--- src/rtl/amp_pkg.sv ---
// Shared types and constants for the half-bridge gate driver blocks.
package amp_pkg;

  // Gate driver operating states.
  typedef enum logic [2:0] {
    IDLE      = 3'd0,
    DEAD_RISE = 3'd1,
    HI_ON     = 3'd2,
    DEAD_FALL = 3'd3,
    LO_ON     = 3'd4,
    FAULT     = 3'd5
  } dt_state_t;

  // Default floor on the dead interval, in clk cycles.
  localparam int DEFAULT_MIN_DEAD = 2;

endpackage

--- src/rtl/sync_ff.sv ---
// Multi-stage bit synchronizer for asynchronous inputs (fault lines, buttons).
module sync_ff #(
  parameter int STAGES = 2
) (
  input  logic clk,
  input  logic rst,
  input  logic d,
  output logic q
);

  logic [STAGES-1:0] sync_q;
  logic [STAGES-1:0] sync_d;

  // Shift the raw input into the bottom of the chain.
  always_comb begin
    sync_d = {sync_q[STAGES-2:0], d};
  end

  // Synchronizer flops, cleared asynchronously.
  always_ff @(posedge clk or posedge rst) begin
    if (rst) begin
      sync_q <= {STAGES{1'b0}};
    end else begin
      sync_q <= sync_d;
    end
  end

  assign q = sync_q[STAGES-1];

endmodule

--- src/rtl/dead_time_gen.sv ---
// Half-bridge dead-time generator: turns one PWM command into complementary
// gate drives separated by a programmable dead interval, with latched fault
// shutdown.
module dead_time_gen
  import amp_pkg::*;
#(
  parameter int N           = 8,
  parameter int MIN_DEAD    = DEFAULT_MIN_DEAD,
  parameter int SYNC_STAGES = 2
) (
  input  logic         clk,
  input  logic         rst,
  input  logic         ena,
  input  logic         pwm_in,
  input  logic [N-1:0] dead_ticks,
  input  logic         fault_in,
  input  logic         clear_fault,
  output logic         gate_hi,
  output logic         gate_lo,
  output logic         fault_latched,
  output logic         dead_active
);

  localparam logic [N-1:0] MIN_DEAD_N = N'(MIN_DEAD);
  localparam logic [N-1:0] ONE_N      = N'(1);

  dt_state_t    state_q, state_d;
  logic [N-1:0] cnt_q, cnt_d;
  logic         pwm_q, pwm_d;
  logic         gate_hi_q, gate_hi_d;
  logic         gate_lo_q, gate_lo_d;
  logic         fault_latched_q, fault_latched_d;
  logic         dead_active_q, dead_active_d;
  logic         fault_s;
  logic [N-1:0] eff_dead_s;
  logic [N-1:0] load_val_s;
  logic         next_dead_s;
  logic         dead_entry_s;

  sync_ff #(
    .STAGES(SYNC_STAGES)
  ) u_fault_sync (
    .clk(clk),
    .rst(rst),
    .d  (fault_in),
    .q  (fault_s)
  );

  // Effective dead time D = max(dead_ticks, MIN_DEAD); counter runs D-1 .. 0.
  always_comb begin
    if (dead_ticks > MIN_DEAD_N) begin
      eff_dead_s = dead_ticks;
    end else begin
      eff_dead_s = MIN_DEAD_N;
    end
    load_val_s = eff_dead_s - ONE_N;
  end

  // Single capture register for the PWM command.
  always_comb begin
    pwm_d = pwm_in;
  end

  // Next-state logic: fault beats enable, enable beats normal switching.
  always_comb begin
    state_d = state_q;
    if (fault_s) begin
      state_d = FAULT;
    end else if (state_q == FAULT) begin
      if (clear_fault) begin
        state_d = IDLE;
      end else begin
        state_d = FAULT;
      end
    end else if (!ena) begin
      state_d = IDLE;
    end else begin
      case (state_q)
        IDLE: begin
          // First turn-on after idle always serves a full dead interval.
          if (pwm_q) begin
            state_d = DEAD_RISE;
          end else begin
            state_d = DEAD_FALL;
          end
        end
        LO_ON: begin
          if (pwm_q) begin
            state_d = DEAD_RISE;
          end else begin
            state_d = LO_ON;
          end
        end
        HI_ON: begin
          if (!pwm_q) begin
            state_d = DEAD_FALL;
          end else begin
            state_d = HI_ON;
          end
        end
        DEAD_RISE: begin
          // A pulse shorter than D is swallowed: the high side never came on,
          // so the low side may return without another dead wait.
          if (cnt_q == {N{1'b0}}) begin
            if (pwm_q) begin
              state_d = HI_ON;
            end else begin
              state_d = LO_ON;
            end
          end else begin
            state_d = DEAD_RISE;
          end
        end
        DEAD_FALL: begin
          if (cnt_q == {N{1'b0}}) begin
            if (pwm_q) begin
              state_d = HI_ON;
            end else begin
              state_d = LO_ON;
            end
          end else begin
            state_d = DEAD_FALL;
          end
        end
        default: begin
          state_d = IDLE;
        end
      endcase
    end
  end

  // Dead counter: load on entry into a dead state, count down while inside.
  always_comb begin
    cnt_d        = {N{1'b0}};
    next_dead_s  = (state_d == DEAD_RISE) || (state_d == DEAD_FALL);
    dead_entry_s = next_dead_s && (state_d != state_q);
    if (dead_entry_s) begin
      cnt_d = load_val_s;
    end else if (next_dead_s && (cnt_q != {N{1'b0}})) begin
      cnt_d = cnt_q - ONE_N;
    end else begin
      cnt_d = {N{1'b0}};
    end
  end

  // Output decode from the next state so every output is a clean flop.
  always_comb begin
    gate_hi_d       = (state_d == HI_ON);
    gate_lo_d       = (state_d == LO_ON);
    fault_latched_d = (state_d == FAULT);
    dead_active_d   = (state_d == DEAD_RISE) || (state_d == DEAD_FALL);
  end

  // State, counter, input capture and output registers.
  always_ff @(posedge clk or posedge rst) begin
    if (rst) begin
      state_q         <= IDLE;
      cnt_q           <= {N{1'b0}};
      pwm_q           <= 1'b0;
      gate_hi_q       <= 1'b0;
      gate_lo_q       <= 1'b0;
      fault_latched_q <= 1'b0;
      dead_active_q   <= 1'b0;
    end else begin
      state_q         <= state_d;
      cnt_q           <= cnt_d;
      pwm_q           <= pwm_d;
      gate_hi_q       <= gate_hi_d;
      gate_lo_q       <= gate_lo_d;
      fault_latched_q <= fault_latched_d;
      dead_active_q   <= dead_active_d;
    end
  end

  assign gate_hi       = gate_hi_q;
  assign gate_lo       = gate_lo_q;
  assign fault_latched = fault_latched_q;
  assign dead_active   = dead_active_q;

endmodule
--- config.mk ---
export PLATFORM = sky130hd
export DESIGN_NAME = dead_time_gen
export DESIGN_NICKNAME = d
export VERILOG_FILES = /design/src/rtl/amp_pkg.sv /design/src/rtl/sync_ff.sv /design/src/rtl/dead_time_gen.sv
export SDC_FILE = /design/constraint.sdc
export NUM_CORES = 1
export LEC_CHECK = 0
export ABC_AREA = 1
export BUFFER_PORTS_ARGS = -buffer_cell sky130_fd_sc_hd__buf_2
export CAP_MARGIN = 20
export CORE_UTILIZATION = 35
export CTS_BUF_LIST = sky130_fd_sc_hd__clkbuf_4 sky130_fd_sc_hd__clkbuf_8
export DETAILED_ROUTE_END_ITERATION = 6
export SLEW_MARGIN = 20
export SYNTH_ARGS = -nofsm -noshare
export SYNTH_HDL_FRONTEND = slang
export SYNTH_HIERARCHICAL = 1
export SYNTH_SLANG_ARGS = --single-unit
--- constraint.sdc ---
create_clock -name clk -period 1.58 [get_ports clk]
set_clock_uncertainty 0.05 [all_clocks]
set_input_delay 0 -clock clk [delete_from_list [all_inputs] [get_ports clk]]
set_output_delay 0 -clock clk [all_outputs]
set_load 0.02 [all_outputs]
Word-level counts from Yosys, hierarchy flattened:

Index checks and enable logic that the tools add are counted.

* bits in registers: 18
* input bits: 14
* logic and storage cells: 42

* $add $sub $neg: 2
* $lt $le $gt $ge: 1
* eq/ne operators: 11
* multiplexer cells: 14
* reduce and logical (&&, ||, !) cells: 6

Operators with widths (number)
* 3-bit 2-to-1 mux: 8
* 8-bit 2-to-1 mux: 3
* 8-bit by 1-bit subtractor with 8-bit output, second input constant: 2
* 3-bit one-hot mux with 5 select lines: 1
* 3-bit by 2-bit equality test with 1-bit output, second input constant: 4
* 3-bit equality test, second input constant: 4
* 8-bit by 2-bit greater-than comparator with 1-bit output, second input constant: 1
* 8-bit zero test: 1
* 8-bit nonzero test: 1
* 3-bit by 1-bit equality test with 1-bit output, second input constant: 2
* 3-bit zero test: 1
* 3-bit != test: 1
* 1-bit logical AND: 2
* 2-bit 2-to-1 mux: 1
* 1-bit logical OR: 1
* 1-bit 2-to-1 mux: 1

Depth between registers and ports, before layout:

Gate-level depths: netlist of the first run.

* word-level depth: 11
* depth in mapped cells: 15

By module:

The synthesis of the first run kept the hierarchy.

Modules (own cells, without submodules)
* dead_time_gen: instances 1, cells an instance 152, area each 1169.9 sq um
* sync_ff: instances 1, cells an instance 3, area each 53.8 sq um

Least setup slack after synthesis of the first run:

No wires, ideal clock.

* path type: flip-flop to flip-flop
* start point: register cnt_q[0]
* end point: register cnt_q[7]
* arrival: 1.495 ns
* data required time: 1.413 ns
* setup slack: -0.082 ns
* cell stages (with the launch flop): 16
* cells stage by stage: dfrtp_1 -> inv_1 -> ha_1 -> nand2_2 -> nor2_8 -> nand2_1 -> nand2_1 -> nand3_2 -> nand2_2 -> nand2_1 -> nand2_2 -> inv_2 -> nand2_4 -> nand2_4 -> nand2_1 -> nand2_1

* word-level cells in the longest chain between the ends: 11
* elaborated cells on any way between the ends: 17

Ends and longest elaborated chain
* start: declaration: RTL line dead_time_gen.sv:28 `logic [N-1:0] cnt_q, cnt_d;`
* start signal: assignment: RTL line dead_time_gen.sv:158 `cnt_q <= {N{1'b0}};`
* start signal: assignment: RTL line dead_time_gen.sv:166 `cnt_q <= cnt_d;`
* 8-bit zero test: RTL line dead_time_gen.sv:104, dead_time_gen.sv:115
* 3-bit 2-to-1 mux (on tied branches): RTL line dead_time_gen.sv:115, dead_time_gen.sv:104
* 3-bit one-hot mux with 5 select lines: RTL line dead_time_gen.sv:78 `case (state_q)`
* 3-bit 2-to-1 mux: RTL line dead_time_gen.sv:75 `end else if (!ena) begin`
* 3-bit 2-to-1 mux: RTL line dead_time_gen.sv:69 `end else if (state_q == FAULT) begin`
* 3-bit 2-to-1 mux: RTL line dead_time_gen.sv:67 `if (fault_s) begin`
* 3-bit by 1-bit equality test with 1-bit output or 3-bit by 2-bit equality test with 1-bit output (tied branches): RTL line dead_time_gen.sv:135 `next_dead_s = (state_d == DEAD_RISE) || (state_d == DEAD_FALL);`
* 1-bit logical OR: RTL line dead_time_gen.sv:135
* 1-bit logical AND: RTL line dead_time_gen.sv:139 `end else if (next_dead_s && (cnt_q != {N{1'b0}})) begin`
* 8-bit 2-to-1 mux: RTL line dead_time_gen.sv:139
* 8-bit 2-to-1 mux (*): RTL line dead_time_gen.sv:137 `if (dead_entry_s) begin`
* named net cnt_d[7]: RTL line dead_time_gen.sv:28

Mark *: on every way through the listed nets, which the timed path passes. The rest lies on a longest branch.

Final worst setup path of the first run:

* start point: register cnt_q[0]
* end point: register cnt_q[3]

Same word-level chain as after synthesis.

==> reports/qor.txt, run 1 <==
Vias per cell -> 4.71
Nets@finish -> 236
CTS tree -> built
LEAKAGE -> 0.000991 uW
PortBufs -> 17
Power, Total -> 1350 uW
Setup CP Type -> register to register
# fillers -> 306
WHS Endpoint -> state_q[2]
Max clock buf depth -> 2
Maximum fanout along the worst path -> 6
YS warnings -> 6
Share of cells above drive strength 1 -> 0.523
Peak per-stage delay on the critical path -> 0.38 ns
Sink Count -> 18
Clock transition at path regs -> 0.11 ns
Initial antenna violation count -> 0
Vias in the first global route -> 1165
Mapped Area -> 1220 sq um
DIE WIDTH -> 61.1 microns
Critical Path RT -> 1.75 ns
HP Class -> input pin to register
Worst vdd rail ir drop -> 371 uV
Post-route ant nets -> 0
H-Tree Depth -> 1
Power Dens Cells -> 711 nW/um^2
Row cnt -> 21
Worst Setup End Kind -> register
Violated checks -> negative setup slack
Hold Path Depth -> 3
Register area -> 453 sq um
Slack of the critical path -> -0.181 ns
Syn Inst Count -> 155
Syn Area/Cell -> 7.89 sq um
R2r endpoint -> cnt_q[3]
CP Launch Type -> register
First-pass GRT wire length -> 4.89 mm
Fmax -> 0.568 GHz
DR pass1 iterations -> 4
Vias -> 1243
Worst R2R Start -> cnt_q[0]
Worst path slowest cell -> dfrtp_1
Fin crit share -> 1.11
Worst path buffer plus inverter count -> 3
Tmin final -> 1.76 ns
Hold Fails Final Rpt -> 0
Setup violations, final -> 9
CP delay by family, top -> simple AND/OR/NAND/NOR gates
Tightest Pin Transition -> 0.602 ns
Most frequent cells in the layout -> 34 x buf_4, 20 x nand2_1, 17 x buf_2, 16 x dfrtp_1, 15 x nand2_2
Core Region -> 3340 sq um
# IOs -> 18
Diodes inserted -> 0
Worst path depth -> 12
Initial DRC Count -> 34
DP HPWL -> 2.31 mm
CTS root buf -> clkbuf_4
Synth unique cells -> 24
FF-to-FF path depth -> 12
Worst-Skew Late Latency -> 0.29 ns
DRC violations left -> 0
Wire per inst -> 12.0 microns
Utilization after layout -> 0.567
CTS Buf Count -> 3
Worst reg2reg setup slack -> -0.18 ns
Die area -> 3740 sq um
Worst Path Arrival -> 1.93 ns
Commonest non-fill, non-tap cell in the layout -> buf_4
Largest net degree at the start of global routing -> 17
Sequence of cells on the critical path -> inv_2, ha_4, nand2_4, o21ai_2, nand2_2, nand2_4, buf_6, nor3_4, inv_4, nor2_2, nand2_2, nand2_2
Slew headroom -> 0.598
GRT Overall Usage -> 0.179
Most used cell, CP -> nand2_2
Run status -> finished, violations left
GRT overflow -> 0
Number of synthesized register bits -> 18
Hold Path Origin -> ena
Share of the yosys chip area belonging to registers -> 0.368
P&R area growth vs syn -> 54.6%
Initial core utilization -> 0.367
MaxCap Viol Count -> 0
Multi-input gate area -> 838 sq um
Final WL -> 3.17 mm
Die Y -> 61.1 microns
Post-Syn Nets -> 172
Fin. max-slew vios -> 0
RSZ-0062 raised after global routing -> yes
RD Place Congestion -> 0.807
==> worst reg2reg max path, delay by kind of cell (launching register included) <==
kind	cells	cell delay (ns)
flops	1	0.38
compound gates	1	0.08
buf+inv	3	0.31
fa+ha+maj	1	0.16
simple gates	7	0.72
==> cell usage after synthesis <==
cell | number | area [sq um]
nand2_1 | 31 | 116
nor2_1 | 19 | 71.3
dfrtp_1 | 18 | 450
inv_1 | 17 | 63.8
nand3_1 | 17 | 85.1
nand2_2 | 6 | 37.5
nor2_2 | 5 | 31.3
nor3_1 | 5 | 25.0
xnor2_1 | 5 | 43.8
nand2_4 | 4 | 45.0
xor2_1 | 4 | 35.0
ha_1 | 3 | 37.5
inv_2 | 3 | 11.3
nand3b_1 | 3 | 22.5
a21oi_1 | 2 | 10.0
nor2_4 | 2 | 22.5
nor3_4 | 2 | 32.5
o211ai_1 | 2 | 15.0
o21ai_2 | 2 | 17.5
a41oi_1 | 1 | 8.76
inv_4 | 1 | 6.26
nand3_2 | 1 | 10.0
nor2_8 | 1 | 20.0
o21ai_0 | 1 | 5.00
==> registers in the layout, summed over array words and instances, names as in the netlist <==
signal / count
gate_hi: 1
fault_latched: 1
gate_lo: 1
pwm_q: 1
dead_active: 1
state_q: 3
cnt_q: 8
u_fault_sync/sync_q: 2
==> layout make-up <==
class	count	share of cell area
clock buffer	4	0.0192
inverter	21	0.0443
multi-input combinational	117	0.443
sequential	18	0.239
tap	46	0.0304
timing repair buffer	58	0.224
==> layer usage <==
| layer | track usage | routed length, microns | vias up |
|---|---|---|---|
| met3 | 0.0252 | 67 | 2 |
| li1 | - | - | 623 |
| met5 | 0 | 0 | - |
| met1 | 0.228 | 1390 | 600 |
| met4 | 0.0714 | 25 | 0 |
| met2 | 0.307 | 1680 | 18 |
==> metrics by stage <==
| step | TNS (ns) | setup WS, ns | cells | area (sq um) | hold WS (ns) |
|---|---|---|---|---|---|
| global placement | -0.577 | -0.0823 | 244 | 1580 | -0.192 |
| detailed placement | -0.971 | -0.153 | 244 | 1580 | -0.189 |
| CTS | -0.845 | -0.127 | 258 | 1750 | 0.0179 |
| floorplan | -0.184 | -0.0307 | 155 | 1240 | -0.309 |
| finish | -1.29 | -0.181 | 264 | 1890 | 0.0225 |
| global route | -1.97 | -0.263 | 264 | 1890 | 0.00549 |
==> worst max path at each step <==
stage	from	to	slack [ns]
floorplan	cnt_q[4]	cnt_q[7]	-0.03
global placement	cnt_q[1]	cnt_q[7]	-0.08
detailed placement	cnt_q[1]	cnt_q[3]	-0.15
CTS	cnt_q[0]	cnt_q[4]	-0.13
global route	cnt_q[1]	cnt_q[2]	-0.26
finish	cnt_q[0]	cnt_q[3]	-0.18
==> kinds of logic after synthesis <==
family / after synthesis / share of synthesized area
buffers and inverters: 21 / 0.0665
XOR/XNOR: 9 / 0.0644
flip-flops: 18 / 0.368
AND/OR/NAND/NOR: 96 / 0.424
AO/OA/AOI/OAI: 8 / 0.0460
adder cells (fa/ha/maj): 3 / 0.0307
==> report_power, final <==
group          total (uW)  switching [uW]  internal [uW]
logic                 556             304            252
clock network         278             137            140
registers             512            25.1            487
total                1350             467            879
==> what timing repair did <==
item,4_1_cts,5_1_grt
endpoints found under the hold margin,21,0
buffers inserted,5,6
hold buffers,4,0
gates resized for setup,15,24
pin swaps,12,13
setup endpoints to repair,8,9
gates cloned,1,0
Power figures use the tool's default switching activity.
==> run 2: changes to the inputs <==
SETUP_SLACK_MARGIN = 0.02   (was unset)
SYNTH_HIERARCHICAL = unset   (was 1)
==> run 2 against run 1 <==
Effect of this change: the run still ends with negative setup slack left; die area shrank 2.9%; via count shrank 5.2%; cell count shrank 5.7%; core utilization shrank 3.5 points.
==> reports/qor.txt, run 2 <==
Critical Path RT -> 1.72 ns (-0.03 ns)
Most frequent cells in the layout -> 26 x nand2_1, 24 x buf_4
Fin crit share -> 1.06 (-0.0545)
Die Y -> 60.2 microns (-1.4%)
GRT overflow -> 0 (unchanged)
Clock transition at path regs -> 0.11 ns (about the same)
Register area -> 452 sq um (-0.28%)
Peak per-stage delay on the critical path -> 0.41 ns (+0.03 ns)
Nets@finish -> 223 (-5.5%)
Maximum fanout along the worst path -> 5 (-1)
Sequential share of power -> 0.419 (+0.039)
Vias in the first global route -> 1070 (-8.2%)
Wire per inst -> 11.3 microns (-5.4%)
DRC violations left -> 0 (unchanged)
RD Place Congestion -> 0.836 (+3.5%)
Syn Inst Count -> 154 (-0.65%)
Worst slack, placed -> -0.0931 ns (+0.0595 ns)
Biggest registers after layout -> cnt_q (8), state_q (3), u_fault_sync.sync_q (2)
HP Class -> input pin to register
YS warnings -> 0 (-6)
H-Tree Depth -> 1 (unchanged)
Slack of the critical path -> -0.0944 ns (+0.0861 ns)
Worst R2R Start -> cnt_q[0]
Power, Total -> 1210 uW (-10%)
Placed insts -> 234 (-4.1%)
Multi-input gate area -> 712 sq um (-15%)
Worst Setup End Kind -> register
DIE WIDTH -> 60.2 microns (-1.4%)
Slew headroom -> 0.545 (-0.0534)
P_sw -> 399 uW (-15%)
# fillers -> 302 (-1.3%)
Power Dens Cells -> 726 nW/um^2 (+2.1%)
RSZ-0062 raised after global routing -> yes
Syn Area/Cell -> 7.71 sq um (-2.3%)
Top cells by area, synth -> dfrtp_1 38%, nand2_1 9.8%, inv_1 6.0%, nand3_1 5.9%, nor2_1 5.7%
Initial DRC Count -> 17 (-50%)
Tmin final -> 1.67 ns (-0.0861 ns)
CTS root buf -> clkbuf_4
Max clock buf depth -> 2 (unchanged)
Setup violations, final -> 10 (+1)
Share of cells above drive strength 1 -> 0.405 (-0.118)
Int Pwr -> 809 uW (-7.9%)
Largest Register -> cnt_q
Diodes inserted -> 0 (unchanged)
Switching fraction of total power -> 0.330 (-0.0168)
Top FF cell, synth -> dfrtp_1
Die area -> 3630 sq um (-2.9%)
Max FFs per register -> 8 (unchanged)
Worst path slowest cell -> dfrtp_1
Synth unique cells -> 27 (+13%)
CP Launch Type -> register
LEAKAGE -> 0.000888 uW (-10%)
# IOs -> 18 (unchanged)
MaxCap Viol Count -> 0 (unchanged)
Setup TNS Final -> -0.735 ns (+0.554 ns)
Setup CP Type -> register to register
Commonest non-fill, non-tap cell in the layout -> nand2_1
DP HPWL -> 2.13 mm (-7.8%)
Worst vdd rail ir drop -> 423 uV (+14%)
Post-route ant nets -> 0 (unchanged)
Post-Syn Nets -> 171 (-0.58%)
Tightest Pin Transition -> 0.682 ns (+0.0800 ns)
Top-area cell type share of the netlist area -> 0.379 (+0.0112)
Largest area contributor in the netlist -> dfrtp_1
Crit path launch -> cnt_q[0]
Mapped Area -> 1190 sq um (-3.0%)
Largest net degree at the start of global routing -> 19 (+2)
Count leader, synth -> nand2_1
Hold Fails Final Rpt -> 0 (unchanged)
Gate power share -> 0.346 (-0.068)
Initial core utilization -> 0.380 (+0.0129)
CTS Buf Count -> 3 (unchanged)
Number of synthesized flops with an enable pin -> 0 (unchanged)
Worst-Skew Late Latency -> 0.29 ns (about the same)
Core Region -> 3130 sq um (-6.3%)
Row cnt -> 20 (-4.8%)
Sink Count -> 18 (unchanged)
Vias -> 1178 (-5.2%)
Clock power frac -> 0.236 (+0.030)
Initial antenna violation count -> 0 (unchanged)
First-pass GRT wire length -> 4.62 mm (-5.5%)
Vias per cell -> 4.73 (+0.48%)
Fin. max-slew vios -> 0 (unchanged)
Final WL -> 2.82 mm (-11%)
Worst Path Arrival -> 1.81 ns (-0.12 ns)
Fmax -> 0.597 GHz (+5.1%)
P&R area growth vs syn -> 40.1%
Share of the yosys chip area belonging to registers -> 0.379 (+0.0112)
Utilization after layout -> 0.532 (-0.0349)
DR pass1 iterations -> 4 (unchanged)
CTS tree -> built
Number of synthesized register bits -> 18 (unchanged)
Non-filler cells, final -> 249 (-5.7%)
Most frequent cells after synthesis -> 31 x nand2_1, 19 x inv_1, 18 x dfrtp_1, 18 x nor2_1, 14 x nand3_1
GRT Overall Usage -> 0.176 (-0.00375)
Run status -> finished, violations left
Hold Path Origin -> dead_ticks[7]
Sequence of cells on the critical path -> inv_2, ha_4, nand2_4, nor2_4, nand2_1, nand2_1, nand3_2, nand2_2, nand2_2, nand2_4, nand2_4, nand3_1, nand2_1
Async S/R FF share, synth -> 1.00 (unchanged)
PortBufs -> 17 (unchanged)
Violated checks -> negative setup slack
==> run 2: cell types whose count changed in the layout (fill, tap and decap cells not counted), moves of 3 or more <==
cell | previous run | this run
nand2_1 | 20 | 26
inv_1 | 14 | 17
nand4_1 | 0 | 3
buf_4 | 34 | 24
nor2_4 | 8 | 3
nand2_2 | 15 | 9
nor2_1 | 13 | 17
==> run 2: routing by layer <==
| layer | track usage | vias to the layer above | wire length, microns |
|---|---|---|---|
| met2 | 0.303 | 22 | 1490 |
| li1 | - | 601 | - |
| met3 | 0.0195 | 4 | 42 |
| met4 | 0.0698 | 0 | 39 |
| met5 | 0 | - | 0 |
| met1 | 0.221 | 551 | 1250 |
==> run 2: final timing paths <==
check	slack (ns)	cells after the start	end
worst min-delay path	0.01	5	cnt_q[7]
max in group asynchronous	0.70	3	state_q[1]
worst min register to register	0.32	0	u_fault_sync.sync_q[1]
worst max register to register	-0.09	13	cnt_q[0]
min in group asynchronous	0.31	3	gate_hi
worst max-delay path	-0.09	13	cnt_q[0]
==> run 2: area by class of cell <==
type,instances,share of cell area
inverters,22,0.0496
repair buffers,47,0.196
multi-input cells,114,0.428
well taps,44,0.0331
clock buffers,4,0.0218
flip-flops and latches,18,0.271
==> run 2: critical path, delay by kind of cell (launching register included) <==
kind	cells	cell delay, ns
buffers and inverters	1	0.09
adder cells (fa/ha/maj)	1	0.14
AND/OR/NAND/NOR	11	0.88
flip-flops	1	0.41
==> run 2: repair_timing <==
| action | in CTS | in global routing |
|---|---|---|
| cloned | 1 | 0 |
| setup endpoints to repair | 8 | 11 |
| setup buffers | 2 | 3 |
| hold buffers | 5 | 0 |
| pin swaps | 2 | 1 |
| gates resized for setup | 4 | 7 |
| hold endpoints to repair | 22 | 0 |
==> run 2: cell families after synthesis <==
| family | share of synthesized area |
|---|---|
| simple gates | 0.401 |
| buf+inv | 0.0790 |
| flops | 0.379 |
| compound gates | 0.0569 |
| xor+xnor | 0.0516 |
| fa+ha+maj | 0.0316 |
==> run 2: through the flow <==
step / instance area, sq um / hold slack, ns
after global routing: 1660 / 0.0237
final: 1660 / 0.0100
after floorplan: 1220 / -0.111
after CTS: 1620 / 0.00406
after detailed placement: 1500 / 0.0618
after global placement: 1500 / 0.0594
==> run 2: power groups by stage <==
| stage | registers [uW] | logic (uW) | clock network, uW |
|---|---|---|---|
| CTS | 505 | 395 | 299 |
| floorplan | 520 | 235 | 0 |
| global placement | 513 | 367 | 0 |
| detailed placement | 514 | 372 | 0 |
| finish | 506 | 418 | 285 |
| global route | 510 | 461 | 323 |
==> run 3: changes to the inputs <==
clock period = 1.5 ns   (was 1.58 ns; I/O delays follow)
==> run 3 against run 2 <==
Effect of this change: non-clock buffer count grew 7; hold slack improved by 0.015 ns; highest routed layer unchanged; global-route usage up 0.62 points; count of clock-buffer cells in the layout did not move; register-to-register slack worse by 0.07 ns; largest power group unchanged; largest cell class unchanged; sequential cell count stayed put; critical path type unchanged; the run still ends with negative setup slack left.
==> reports/qor.txt, run 3 (same netlist as run 2, synthesis figures left out) <==
Diodes inserted -> 0 (unchanged)
Post-route ant nets -> 0 (unchanged)
Fmax -> 0.602 GHz (+0.87%)
Worst Setup End Kind -> register
Worst vdd rail ir drop -> 422 uV (-0.31%)
Commonest non-fill, non-tap cell in the layout -> buf_4
Tmin final -> 1.66 ns (-0.0145 ns)
GRT Overall Usage -> 0.182 (+0.00621)
Hold Fails Final Rpt -> 0 (unchanged)
Setup CP Type -> register to register
RD Place Congestion -> 0.810 (-3.1%)
Initial antenna violation count -> 0 (unchanged)
Worst path buffer plus inverter count -> 1 (unchanged)
Crit path launch -> cnt_q[0]
CTS tree -> built
Tightest Pin Transition -> 0.687 ns (+0.00430 ns)
# IOs -> 18 (unchanged)
Final Cell Area -> 1710 sq um (+2.8%)
Slack of the critical path -> -0.160 ns (-0.0655 ns)
Critical Path RT -> 1.62 ns (-0.10 ns)
Core Region -> 3130 sq um (unchanged)
Sink Count -> 18 (unchanged)
Largest Register -> cnt_q
GRT overflow -> 0 (unchanged)
Clock transition at path regs -> 0.10 ns (about the same)
Fin crit share -> 1.11 (+0.0469)
CTS root buf -> clkbuf_4
Sequence of cells on the critical path -> inv_2, ha_4, nand2_4, nor2_4, nand2_1, nand2_1, nand3_2, nand2_2, nand2_2, nand2_4, nand2_4, nand3b_1, nand2_1
DRC violations left -> 0 (unchanged)
Worst Path Arrival -> 1.78 ns (-0.03 ns)
Die area -> 3630 sq um (unchanged)
Nets@finish -> 230 (+3.1%)
Power Dens Cells -> 748 nW/um^2 (+3.0%)
Utilization after layout -> 0.547 (+0.0148)
Final WL -> 2.68 mm (-5.0%)
Violated checks -> negative setup slack
Largest net degree at the start of global routing -> 19 (unchanged)
P&R area growth vs syn -> 44.0%
CP Launch Type -> register
Worst path slowest cell -> dfrtp_1
Worst R2R Start -> cnt_q[0]
Hold Path Depth -> 5 (unchanged)
FF-to-FF path depth -> 13 (unchanged)
Wire per inst -> 10.5 microns (-7.6%)
Fin. max-slew vios -> 0 (unchanged)
Worst slack, placed -> -0.163 ns (-0.0695 ns)
RSZ-0062 raised after global routing -> yes
Max clock buf depth -> 2 (unchanged)
Initial DRC Count -> 26 (+9)
Setup TNS Final -> -1.16 ns (-0.427 ns)
DIE WIDTH -> 60.2 microns (unchanged)
Vias in the first global route -> 1187 (+11%)
Die Y -> 60.2 microns (unchanged)
Initial core utilization -> 0.380 (unchanged)
PortBufs -> 17 (unchanged)
Row cnt -> 20 (unchanged)
Run status -> finished, violations left
CP delay by family, top -> simple AND/OR/NAND/NOR gates
Dpl cell area -> 1590 sq um (+6.0%)
Vias per cell -> 4.51 (-4.7%)
Max FFs per register -> 8 (unchanged)
Worst path depth -> 13 (unchanged)
DP HPWL -> 2.15 mm (+0.83%)
Maximum fanout along the worst path -> 5 (unchanged)
Slew headroom -> 0.542 (-0.00287)
Hold Path Origin -> dead_ticks[7]
Most frequent cells in the layout -> 33 x buf_4, 25 x nand2_1, 17 x dfrtp_1, 17 x buf_2
DR pass1 iterations -> 4 (unchanged)
Vias -> 1154 (-2.0%)
CTS Buf Count -> 3 (unchanged)
Setup violations, final -> 8 (-2)
MaxCap Viol Count -> 0 (unchanged)
Worst-Skew Late Latency -> 0.29 ns (about the same)
Share of cells above drive strength 1 -> 0.448 (+0.0432)
HP Class -> input pin to register
LEAKAGE -> 0.000916 uW (+3.2%)
Biggest registers after layout -> cnt_q (8), state_q (3), u_fault_sync.sync_q (2)
First-pass GRT wire length -> 4.87 mm (+5.4%)
Peak per-stage delay on the critical path -> 0.40 ns (about the same)
H-Tree Depth -> 1 (unchanged)
## run 3: what timing repair did
item | CTS | global route
pin swaps | 2 | 0
endpoints found under the hold margin | 20 | 0
hold buffers | 3 | 0
gates cloned | 1 | 0
setup buffers | 2 | 0
setup endpoints to repair | 9 | 12
resized for setup | 7 | 6
## run 3: path summary, 6_finish.rpt
check,slack [ns],endpoint
max reg2reg,-0.16,cnt_q[1]
max,-0.16,cnt_q[1]
min,0.03,cnt_q[7]
min in group asynchronous,0.29,gate_hi
max in group asynchronous,0.63,state_q[1]
min reg2reg,0.32,u_fault_sync.sync_q[1]
## run 3: metrics by stage
step / total power, uW / instances / hold WS [ns]
after floorplan: 796 / 154 / -0.111
after global placement: 956 / 246 / 0.0584
after detailed placement: 962 / 246 / 0.0593
after CTS: 1280 / 256 / 0.0208
after global routing: 1370 / 256 / 0.0218
final: 1280 / 256 / 0.0250
## run 3: layout make-up
cell class	instances	area (sq um)
fill	291	1420
multi-input combinational	114	711
sequential	18	452
timing repair buffer	54	374
inverter	22	82.6
tap	44	55.1
clock buffer	4	36.3
## run 3: tightest hold or removal path: stages
cell and delay (ns):
buf_2 0.09, inv_1 0.06, a41oi_1 0.05, nand3_1 0.07
nand2_1 0.05
## run 3: where the power goes
| group | internal [uW] | total (uW) | switching [uW] |
|---|---|---|---|
| Combinational | 209 | 451 | 242 |
| Clock | 148 | 295 | 147 |
| Sequential | 511 | 533 | 22.4 |
| Total | 867 | 1280 | 412 |
## run 3: layer usage
layer  wire length (microns)  track usage  up-vias
met3                      56       0.0303        2
met2                    1340        0.314       16
met1                    1250        0.225      522
li1                        -            -      614
met5                       0            0        -
met4                      36       0.0664        0
